File: src/rtl/branch_resolver_if.sv
// EX-stage resolve bus: instruction operands in, predictor feedback and perf counters out.
interface branch_resolver_if #(
    parameter int DATA_W = 32,
    parameter int CNT_W  = 32
);
    logic              stall;
    logic              in_valid;
    logic              in_branch;
    logic              in_predict;
    logic              in_ujtype;
    logic [2:0]        in_funct3;
    logic [DATA_W-1:0] in_pc;
    logic [DATA_W-1:0] in_imm;
    logic [DATA_W-1:0] in_rs1;
    logic [DATA_W-1:0] in_rs2;
    logic              in_pred_taken;
    logic [DATA_W-1:0] out_target;
    logic [DATA_W-1:0] out_branch_pc;
    logic              out_predict;
    logic              out_actual;
    logic              out_branch;
    logic              flush;
    logic [CNT_W-1:0]  br_count;
    logic [CNT_W-1:0]  miss_count;

    modport master (
        output stall, in_valid, in_branch, in_predict, in_ujtype, in_funct3,
               in_pc, in_imm, in_rs1, in_rs2, in_pred_taken,
        input  out_target, out_branch_pc, out_predict, out_actual, out_branch,
               flush, br_count, miss_count
    );

    modport slave (
        input  stall, in_valid, in_branch, in_predict, in_ujtype, in_funct3,
               in_pc, in_imm, in_rs1, in_rs2, in_pred_taken,
        output out_target, out_branch_pc, out_predict, out_actual, out_branch,
               flush, br_count, miss_count
    );
endinterface

File: src/rtl/branch_resolver.sv
// Resolves branch/jump outcomes in EX, registers predictor feedback, and squashes
// the wrong-path shadow after a mispredict.
module branch_resolver #(
    parameter int DATA_W      = 32,
    parameter int FLUSH_DEPTH = 2,
    parameter int CNT_W       = 32
) (
    input  logic               clk,
    input  logic               rst,
    branch_resolver_if.slave   bus
);
    typedef enum logic {NORMAL, SHADOW} state_t;

    localparam logic [CNT_W-1:0] CNT_MAX     = '1;
    localparam logic [2:0]       SHADOW_LOAD = 3'(FLUSH_DEPTH);

    state_t            state, state_nx;
    logic [2:0]        shadow_cnt, shadow_cnt_nx;

    logic              cond;
    logic              res_actual, res_predict, res_branch;
    logic [DATA_W-1:0] res_target;
    logic [DATA_W-1:0] seq_pc, rel_pc, jalr_sum;
    logic              accept, is_cond, mispredict;

    logic [DATA_W-1:0] target_q, branch_pc_q;
    logic              predict_q, actual_q, branch_q;
    logic [CNT_W-1:0]  br_cnt_q, miss_cnt_q;

    assign seq_pc   = bus.in_pc + DATA_W'(4);
    assign rel_pc   = bus.in_pc + bus.in_imm;
    assign jalr_sum = bus.in_rs1 + bus.in_imm;

    always_comb begin
        cond = 1'b0;
        case (bus.in_funct3)
            3'b000:  cond = (bus.in_rs1 == bus.in_rs2);
            3'b001:  cond = (bus.in_rs1 != bus.in_rs2);
            3'b100:  cond = ($signed(bus.in_rs1) <  $signed(bus.in_rs2));
            3'b101:  cond = ($signed(bus.in_rs1) >= $signed(bus.in_rs2));
            3'b110:  cond = (bus.in_rs1 <  bus.in_rs2);
            3'b111:  cond = (bus.in_rs1 >= bus.in_rs2);
            default: cond = 1'b0;
        endcase
    end

    always_comb begin
        res_actual  = 1'b0;
        res_predict = 1'b0;
        res_branch  = 1'b0;
        res_target  = seq_pc;
        if (bus.in_branch) begin
            if (bus.in_predict) begin
                res_actual  = cond;
                res_predict = bus.in_pred_taken;
                res_branch  = 1'b1;
                res_target  = cond ? rel_pc : seq_pc;
            end else begin
                // Unconditional jumps are always "predicted" taken, so they never flush.
                res_actual  = 1'b1;
                res_predict = 1'b1;
                res_target  = bus.in_ujtype ? rel_pc : {jalr_sum[DATA_W-1:1], 1'b0};
            end
        end
    end

    assign accept     = bus.in_valid && !bus.stall && (state == NORMAL);
    assign is_cond    = bus.in_branch && bus.in_predict;
    assign mispredict = accept && (res_predict != res_actual);

    always_comb begin
        state_nx      = state;
        shadow_cnt_nx = shadow_cnt;
        if (!bus.stall) begin
            case (state)
                NORMAL: if (mispredict) begin
                    state_nx      = SHADOW;
                    shadow_cnt_nx = SHADOW_LOAD;
                end
                SHADOW: begin
                    shadow_cnt_nx = shadow_cnt - 3'd1;
                    if (shadow_cnt == 3'd1) state_nx = NORMAL;
                end
                default: state_nx = NORMAL;
            endcase
        end
    end

    always_ff @(posedge clk) begin
        if (rst) begin
            state      <= NORMAL;
            shadow_cnt <= '0;
        end else begin
            state      <= state_nx;
            shadow_cnt <= shadow_cnt_nx;
        end
    end

    always_ff @(posedge clk) begin
        if (rst) begin
            target_q    <= '0;
            branch_pc_q <= '0;
            predict_q   <= 1'b0;
            actual_q    <= 1'b0;
            branch_q    <= 1'b0;
            br_cnt_q    <= '0;
            miss_cnt_q  <= '0;
        end else if (!bus.stall) begin
            if (accept) begin
                target_q    <= res_target;
                branch_pc_q <= bus.in_pc;
                predict_q   <= res_predict;
                actual_q    <= res_actual;
                branch_q    <= res_branch;
            end else begin
                target_q    <= '0;
                branch_pc_q <= '0;
                predict_q   <= 1'b0;
                actual_q    <= 1'b0;
                branch_q    <= 1'b0;
            end
            if (accept && is_cond && br_cnt_q != CNT_MAX) br_cnt_q <= br_cnt_q + CNT_W'(1);
            if (mispredict && miss_cnt_q != CNT_MAX)      miss_cnt_q <= miss_cnt_q + CNT_W'(1);
        end
    end

    assign bus.out_target    = target_q;
    assign bus.out_branch_pc = branch_pc_q;
    assign bus.out_predict   = predict_q;
    assign bus.out_actual    = actual_q;
    assign bus.out_branch    = branch_q;
    assign bus.flush         = predict_q ^ actual_q;
    assign bus.br_count      = br_cnt_q;
    assign bus.miss_count    = miss_cnt_q;
endmodule
File: src/flat_wrapper.sv
// flat-port wrapper written by rule: the top's interface ports become plain ports
module branch_resolver_flat 
#(
    parameter int DATA_W      = 32,
    parameter int FLUSH_DEPTH = 2,
    parameter int CNT_W       = 32
)
  (clk, rst, bus_stall, bus_in_valid, bus_in_branch, bus_in_predict, bus_in_ujtype, bus_in_funct3, bus_in_pc, bus_in_imm, bus_in_rs1, bus_in_rs2, bus_in_pred_taken, bus_out_target, bus_out_branch_pc, bus_out_predict, bus_out_actual, bus_out_branch, bus_flush, bus_br_count, bus_miss_count);
  branch_resolver_if #(.DATA_W(DATA_W), .CNT_W(CNT_W)) bus_i ();
  input  logic clk;
  input  logic rst;
  input wire logic [$bits(bus_i.stall)-1:0] bus_stall;
  input wire logic [$bits(bus_i.in_valid)-1:0] bus_in_valid;
  input wire logic [$bits(bus_i.in_branch)-1:0] bus_in_branch;
  input wire logic [$bits(bus_i.in_predict)-1:0] bus_in_predict;
  input wire logic [$bits(bus_i.in_ujtype)-1:0] bus_in_ujtype;
  input wire logic [$bits(bus_i.in_funct3)-1:0] bus_in_funct3;
  input wire logic [$bits(bus_i.in_pc)-1:0] bus_in_pc;
  input wire logic [$bits(bus_i.in_imm)-1:0] bus_in_imm;
  input wire logic [$bits(bus_i.in_rs1)-1:0] bus_in_rs1;
  input wire logic [$bits(bus_i.in_rs2)-1:0] bus_in_rs2;
  input wire logic [$bits(bus_i.in_pred_taken)-1:0] bus_in_pred_taken;
  output wire logic [$bits(bus_i.out_target)-1:0] bus_out_target;
  output wire logic [$bits(bus_i.out_branch_pc)-1:0] bus_out_branch_pc;
  output wire logic [$bits(bus_i.out_predict)-1:0] bus_out_predict;
  output wire logic [$bits(bus_i.out_actual)-1:0] bus_out_actual;
  output wire logic [$bits(bus_i.out_branch)-1:0] bus_out_branch;
  output wire logic [$bits(bus_i.flush)-1:0] bus_flush;
  output wire logic [$bits(bus_i.br_count)-1:0] bus_br_count;
  output wire logic [$bits(bus_i.miss_count)-1:0] bus_miss_count;
  assign bus_i.stall = bus_stall;
  assign bus_i.in_valid = bus_in_valid;
  assign bus_i.in_branch = bus_in_branch;
  assign bus_i.in_predict = bus_in_predict;
  assign bus_i.in_ujtype = bus_in_ujtype;
  assign bus_i.in_funct3 = bus_in_funct3;
  assign bus_i.in_pc = bus_in_pc;
  assign bus_i.in_imm = bus_in_imm;
  assign bus_i.in_rs1 = bus_in_rs1;
  assign bus_i.in_rs2 = bus_in_rs2;
  assign bus_i.in_pred_taken = bus_in_pred_taken;
  assign bus_out_target = bus_i.out_target;
  assign bus_out_branch_pc = bus_i.out_branch_pc;
  assign bus_out_predict = bus_i.out_predict;
  assign bus_out_actual = bus_i.out_actual;
  assign bus_out_branch = bus_i.out_branch;
  assign bus_flush = bus_i.flush;
  assign bus_br_count = bus_i.br_count;
  assign bus_miss_count = bus_i.miss_count;
  branch_resolver #(.DATA_W(DATA_W), .FLUSH_DEPTH(FLUSH_DEPTH), .CNT_W(CNT_W)) u_core (.clk(clk), .rst(rst), .bus(bus_i));
endmodule
File: config.mk
export PLATFORM = sky130hd
export DESIGN_NAME = branch_resolver_flat
export DESIGN_NICKNAME = d
export VERILOG_FILES = /design/src/rtl/branch_resolver_if.sv /design/src/rtl/branch_resolver.sv /design/src/flat_wrapper.sv
export SDC_FILE = /design/constraint.sdc
export NUM_CORES = 1
export LEC_CHECK = 0
export CORE_MARGIN = 5
export CORE_UTILIZATION = 51
export CTS_CLUSTER_DIAMETER = 50
export DETAILED_ROUTE_END_ITERATION = 16
export PLACE_DENSITY_LB_ADDON = 0.1
export SYNTH_ARGS = -nofsm -noshare
export SYNTH_HDL_FRONTEND = slang
export SYNTH_SLANG_ARGS = --single-unit
File: constraint.sdc
create_clock -name clk -period 3.8 [get_ports clk]
set_input_delay 0.38 -clock clk [delete_from_list [all_inputs] [get_ports clk]]
set_output_delay 0.38 -clock clk [all_outputs]
set_load 0.01 [all_outputs]
## Yosys cells after proc, flatten, opt, wreduce, memory -nomap -nowiden

Cells that the tools add are included.

| storage, ports and cells | value |
|---|---|
| register bits | 135 |
| bits in latches | 0 |
| RAM bits | 0 |
| memory bits (read-only) | 0 |
| input port bits | 139 |
| output and inout bits | 132 |
| word-level logic and storage cells | 67 |
| memories | 0 |

| operators by class | value |
|---|---|
| add/subtract/negate cells | 6 |
| multipliers | 0 |
| div/mod/pow operators | 0 |
| magnitude comparators | 4 |
| equal/unequal tests | 12 |
| shifts and indexed selects | 0 |
| muxes and demuxes | 21 |
| bitwise gates (word level) | 3 |
| reductions and logical operators | 12 |

Operators by type and width:

| operator | count |
|---|---|
| $mux 32 | 6 |
| $add 32x1->32 const B | 2 |
| $add 32x32->32 | 2 |
| $ge 32x32->1 | 2 |
| $lt 32x32->1 | 2 |
| $ne 32x32->1 const B | 2 |
| $add 32x3->32 const B | 1 |
| $eq 32x32->1 | 1 |
| $ne 32x32->1 | 1 |
| $eq 3x3->1 const B | 4 |
| $mux 1 | 11 |
| $logic_and 1x1->1 | 7 |
| $eq 3x1->1 const B | 2 |
| $pmux 1 s6 | 1 |
| $pmux 3 s2 | 1 |
| $reduce_and 2->1 | 3 |
| $logic_not 3->1 | 1 |
| $mux 3 | 1 |
| $sub 3x1->3 const B | 1 |
| $ne 2x1->1 const B | 1 |
| $not 1->1 | 2 |
| $pmux 1 s2 | 1 |
| $logic_not 1->1 | 1 |
| $ne 1x1->1 | 1 |
| $xor 1x1->1 | 1 |

## Depth between registers and ports, before layout

| depth | value |
|---|---|
| word-level depth | 8 |
| mapped depth | 14 |
| depth with buffers taken out | 12 |

## Worst setup path before layout

OpenSTA, ideal clock, no wires.

| timing | value |
|---|---|
| path type | in2reg |
| start point | input bus_in_imm[0] |
| end point | register u_core.target_q[30] (netlist: u_core.bus.out_target[30]) |
| setup time | 0.117 ns |
| data arrival time | 3.146 ns |
| setup slack | 0.536 ns |
| stages | 11 |
| buffers on the path | 0 |
| path through | ha_1 > fa_1 > a21oi_1 > o211ai_1 > a21o_1 > a21oi_1 > o211ai_1 > o31a_1 > and4b_1 > or4_1 > a32o_1 |

| on the way | value |
|---|---|
| word-level cells in the longest chain between the ends | 5 |

Ends and longest elaborated chain:

| element | line | RTL |
|---|---|---|
| start, declared | flat_wrapper.sv:19 | `input wire logic [$bits(bus_i.in_imm)-1:0] bus_in_imm;` |
| $add 32x32->32, on equally long branches | branch_resolver.sv:32, branch_resolver.sv:31 |  |
| $mux 32, on equally long branches | branch_resolver.sv:62, branch_resolver.sv:57 |  |
| $mux 32 (*) | branch_resolver.sv:53 | `if (bus.in_predict) begin` |
| $mux 32 (*) | branch_resolver.sv:52 | `if (bus.in_branch) begin` |
| $mux 32 (*) | branch_resolver.sv:109 | `if (accept) begin` |
| end signal, assigned | branch_resolver.sv:110 | `target_q <= res_target;` |
| end, declared | branch_resolver.sv:26 | `logic [DATA_W-1:0] target_q, branch_pc_q;` |

Every way passes the cells marked *; elsewhere a longest branch is shown, timed or not.
A chain may end at the register's enable or synchronous reset.

## Worst setup path after layout

| timing | value |
|---|---|
| start point | input bus_in_rs2[7] |
| end point | register u_core.miss_cnt_q[31] (netlist: u_core.bus.miss_count[31]) |

| on the way | value |
|---|---|
| word-level cells in the longest chain between the ends | 8 |

Ends and longest elaborated chain:

| element | line | RTL |
|---|---|---|
| start, declared | flat_wrapper.sv:21 | `input wire logic [$bits(bus_i.in_rs2)-1:0] bus_in_rs2;` |
| $ge 32x32->1 (tied with other cells) | branch_resolver.sv:42 | `3'b111: cond = (bus.in_rs1 >= bus.in_rs2);` |
| $pmux 1 s6 (*) | branch_resolver.sv:36 | `case (bus.in_funct3)` |
| $mux 1 (*) | branch_resolver.sv:53 |  |
| $mux 1 (*) | branch_resolver.sv:52 |  |
| $ne 1x1->1 (*) | branch_resolver.sv:69 | `assign mispredict = accept && (res_predict != res_actual);` |
| $logic_and 1x1->1 (*) | branch_resolver.sv:69 |  |
| $logic_and 1x1->1 (*) | branch_resolver.sv:123 | `if (mispredict && miss_cnt_q != CNT_MAX) miss_cnt_q <= miss_cnt_q + CNT_W'(1);` |
| $reduce_and 2->1 (no source line) (*) | n/a |  |
| end signal, assigned | branch_resolver.sv:123 |  |
| end, declared | branch_resolver.sv:28 | `logic [CNT_W-1:0] br_cnt_q, miss_cnt_q;` |

Marked as above.

==> summary.txt <==
Tcrit/Tclk final: 0.9409
Final Hold Viols: 0
Area Overhead vs Synth: 39.65%
Die X: 153.9 um
Congestion Overflow GR: 0
Vias per cell: 5.852
Clock skew: 15.84 ps
N_diodes: 0
Comb pwr share: 0.302
Critical-path cell list: clkdlybuf4s50_1 -> inv_1 -> ha_1 -> a21oi_1 -> o21ai_0 -> a221o_1 -> o31a_1 -> buf_4 -> o21ai_2 -> a21oi_4 -> or4_1 -> and2_4 -> or4_1 -> a21oi_1
Count of pins over their slew limit: 0
CP delay by family, top: compound AO/OA/AOI/OAI gates
Syn nets: 1,620
Post-Syn Instances: 1,381
Startpoint types: primary input
Worst Max-Slew Pin Slew: 875.0 ps
Setup crit end kind: flip-flop
H-Tree Depth: 4
CP max-delay cell: or4_1
Setup CP Type: in -> reg
FF+latch count, synth: 135
Die ar.: 0.02369 mm^2
Drt drc: 0
First-pass GRT wire length: 57,250 um
Syn_area_per_cell: 7.650 um^2
Clock group share of total power: 0.361
Req. time, crit path: 4140 ps
Filler cells: 1,647
Core ar.: 0.02030 mm^2
Total Nets Final: 1,965
Routed Antenna Nets: 0
Switching Share: 0.3284
Post-route insts no fill: 2,009
Initial Util: 0.5205
Via count: 11,760
Die height: 153.9 um
Clk_lat worst skew: 420 ps
Worst Path Arrival: 3910 ps
Total chip power: 4.376 mW
Yosys top cell area share: 0.2558
P per Cell Area: 296.6 mW/mm^2
Synth Area in Compound Gates: 0.2451
Starting DRT DRC Count: 785
FMAX: 279.7 MHz
GRT Resource Usage Total: 0.2917
Cell internal pwr: 2.939 mW
Worst Path Buf+Inv: 3
Ys flop type: dfxtp_1
Layout cell share with drive strength beyond 1: 0.09373
Post-synth EDFFs: 0
Leak Pwr: 5.946 nW
Placed insts: 1,977
Peak VDD IR: 0.0003347 V
Sequential share of the synthesized area: 0.2558
Largest area contributor in the netlist: dfxtp_1
Simple logic cell fraction of the synthesized area: 0.2303
Area contributors post-synth: dfxtp_1, ha_1, a21oi_1, nor2_1, xnor2_1
Root Buffer: clkbuf_16
Vias in the first global route: 11,300
RSZ-0062 raised after global routing: false
Initial antenna violation count: 1
Worst-path clk slew: 70 ps
Final HPWL DP: 28,550 um
CTS tree: done
Post-synth cell types: 71
Async SR Flop Fraction: 0
Hold crit path type: in -> reg
Critical Path Fanout Max: 16
Largest net degree at the start of global routing: 86
I/O pin total: 271
Synth warnings: 0
Post-Synth XOR/XNOR Area: 0.09450
Final GP Congestion: 0.9496
Critical Path Max Stage Delay: 560 ps
Clock Sinks: 135
Sw power: 1.437 mW
Post-synthesis mux area share: 0.01338
First drt pass iteration count: 5
Sequential Power Share: 0.338
Row cnt: 52
Final wirelength: 36,220 um
Post-Synth Adder-Cell Area: 0.1198
Cts bufs inserted: 17
Slew Limit Headroom: 0.4166
Main combinational cell family by area after synthesis: compound AO/OA/AOI/OAI gates
# Max-Cap Violations: 0
DR WL/cell: 18.03 um
Min Tclk post-route: 3575 ps
Clk buf depth: 2
Status: finished, final reports clean
Synthesized area: 0.01057 mm^2
Buffers added on ports: 270
Total Neg Setup Slack: 0 ps
# setup viols final: 0
-- registers in the layout (all words and copies together) (netlist names), 3 cells and up --
signal and cells:
u_core.bus.out_branch_pc 32, u_core.bus.out_target 32, u_core.shadow_cnt 3, u_core.bus.miss_count 32
u_core.bus.br_count 32
-- synthesized netlist by cell type (all sizes together) (6+ instances only) --
cell type and count:
or4 7, and4 11, nor2 151, o31ai 6, or3 27, nand3 61, o21bai 10, ha 98
a221oi 6, o22ai 7, xnor2 58, a21o 27, o211ai 9, nand4 29, nor2b 20, mux2i 7
buf 10, a31oi 12, o21a 6, and2 10, nand2 117, a211o 7, mux2 6, dfxtp 135
a21oi 120, o21ai 90, a22o 11, xor2 56, a211oi 17, inv 68, a22oi 38, and3 19
nor3 23, or2 7, clkbuf 35
-- path summary, 6_finish.rpt --
| path | from | endpoint | slack (ps) | depth (start not counted) |
|---|---|---|---|---|
| setup / recovery | bus_in_rs2[7] | u_core.bus.miss_count[31] | 220 | 14 |
| hold reg to reg | u_core.bus.out_branch | u_core.bus.out_branch | 460 | 2 |
| setup reg to reg | u_core.bus.miss_count[3] | u_core.bus.miss_count[31] | 750 | 9 |
| hold / removal | rst | u_core.bus.out_branch_pc[23] | 380 | 2 |
-- routing by layer --
metal  part of all wire  GRT usage
met2               0.47     0.4905
met4              0.035     0.1093
met3              0.079    0.06296
met5            0.00044          0
met1               0.42     0.3668
-- cell usage in the layout, fill, tap and decap left out, types with 19 or more instances in the layout --
master,n
a21o_1,27
nand4_1,29
a22oi_1,38
dfxtp_1,135
xor2_1,56
nor2b_1,20
clkdlybuf4s50_1,268
o21ai_0,87
or3_1,27
nand3_1,61
ha_1,98
nor2_1,151
buf_4,102
nor3_1,22
nand2_1,117
inv_1,68
and3_1,19
xnor2_1,58
a21oi_1,118
-- cells by family after synthesis --
| group | Yosys count |
|---|---|
| DFF | 135 |
| buffers and inverters | 114 |
| and+or+nand+nor | 502 |
| xor gates and xnor gates | 114 |
| AOI/OAI and AO/OA | 403 |
| adders and majority gates | 100 |
| muxes | 13 |
-- timing repair --
action	CTS	global route
buffers inserted	0	0
hold buffers	0	0
resized for setup	0	2
endpoints found under the hold margin	0	0
setup endpoints to repair	0	2
-- worst register-to-register path: stages, from the launching register on --
cell and delay (ps):
dfxtp_1 450, and4_1 290, nand4_1 200, nor3_2 220, nand2_1 140, or4_1 460
or4_1 430, and2_4 230, or4_1 400, a21oi_1 150
-- through the flow --
stage | hold slack, ps | util | instance area (um^2) | setup WS [ps]
2_1_floorplan | 444.7 | - | 10570 | 536.3
3_3_place_gp | 448.3 | 0.6987 | 14180 | -151.8
3_5_place_dp | 456.3 | 0.6987 | 14180 | -205.4
4_1_cts | 377.1 | 0.7261 | 14740 | 214.5
5_1_grt | 394.9 | 0.7268 | 14750 | 24.79
6_report | 384.6 | 0.7268 | 14750 | 224.5
-- power by group through the flow --
stage	registers, mW	logic [mW]	clock network, mW
global placement	1.51	1.28	0
finish	1.48	1.32	1.58
detailed placement	1.51	1.29	0
floorplan	1.52	0.711	0
global route	1.48	1.44	1.66
CTS	1.48	1.30	1.59
-- area by class of cell --
class	instances	area (um^2)	share of cell area
clock inverter	15	132.6	0.008989
multi-input combinational	1132	7443	0.5045
tap	270	337.8	0.02290
clock buffer	17	425.4	0.02883
inverter	69	259.0	0.01755
sequential	135	2703	0.1832
timing repair buffer	371	3453	0.2341
No activity file was read; power rests on OpenSTA's default activity.
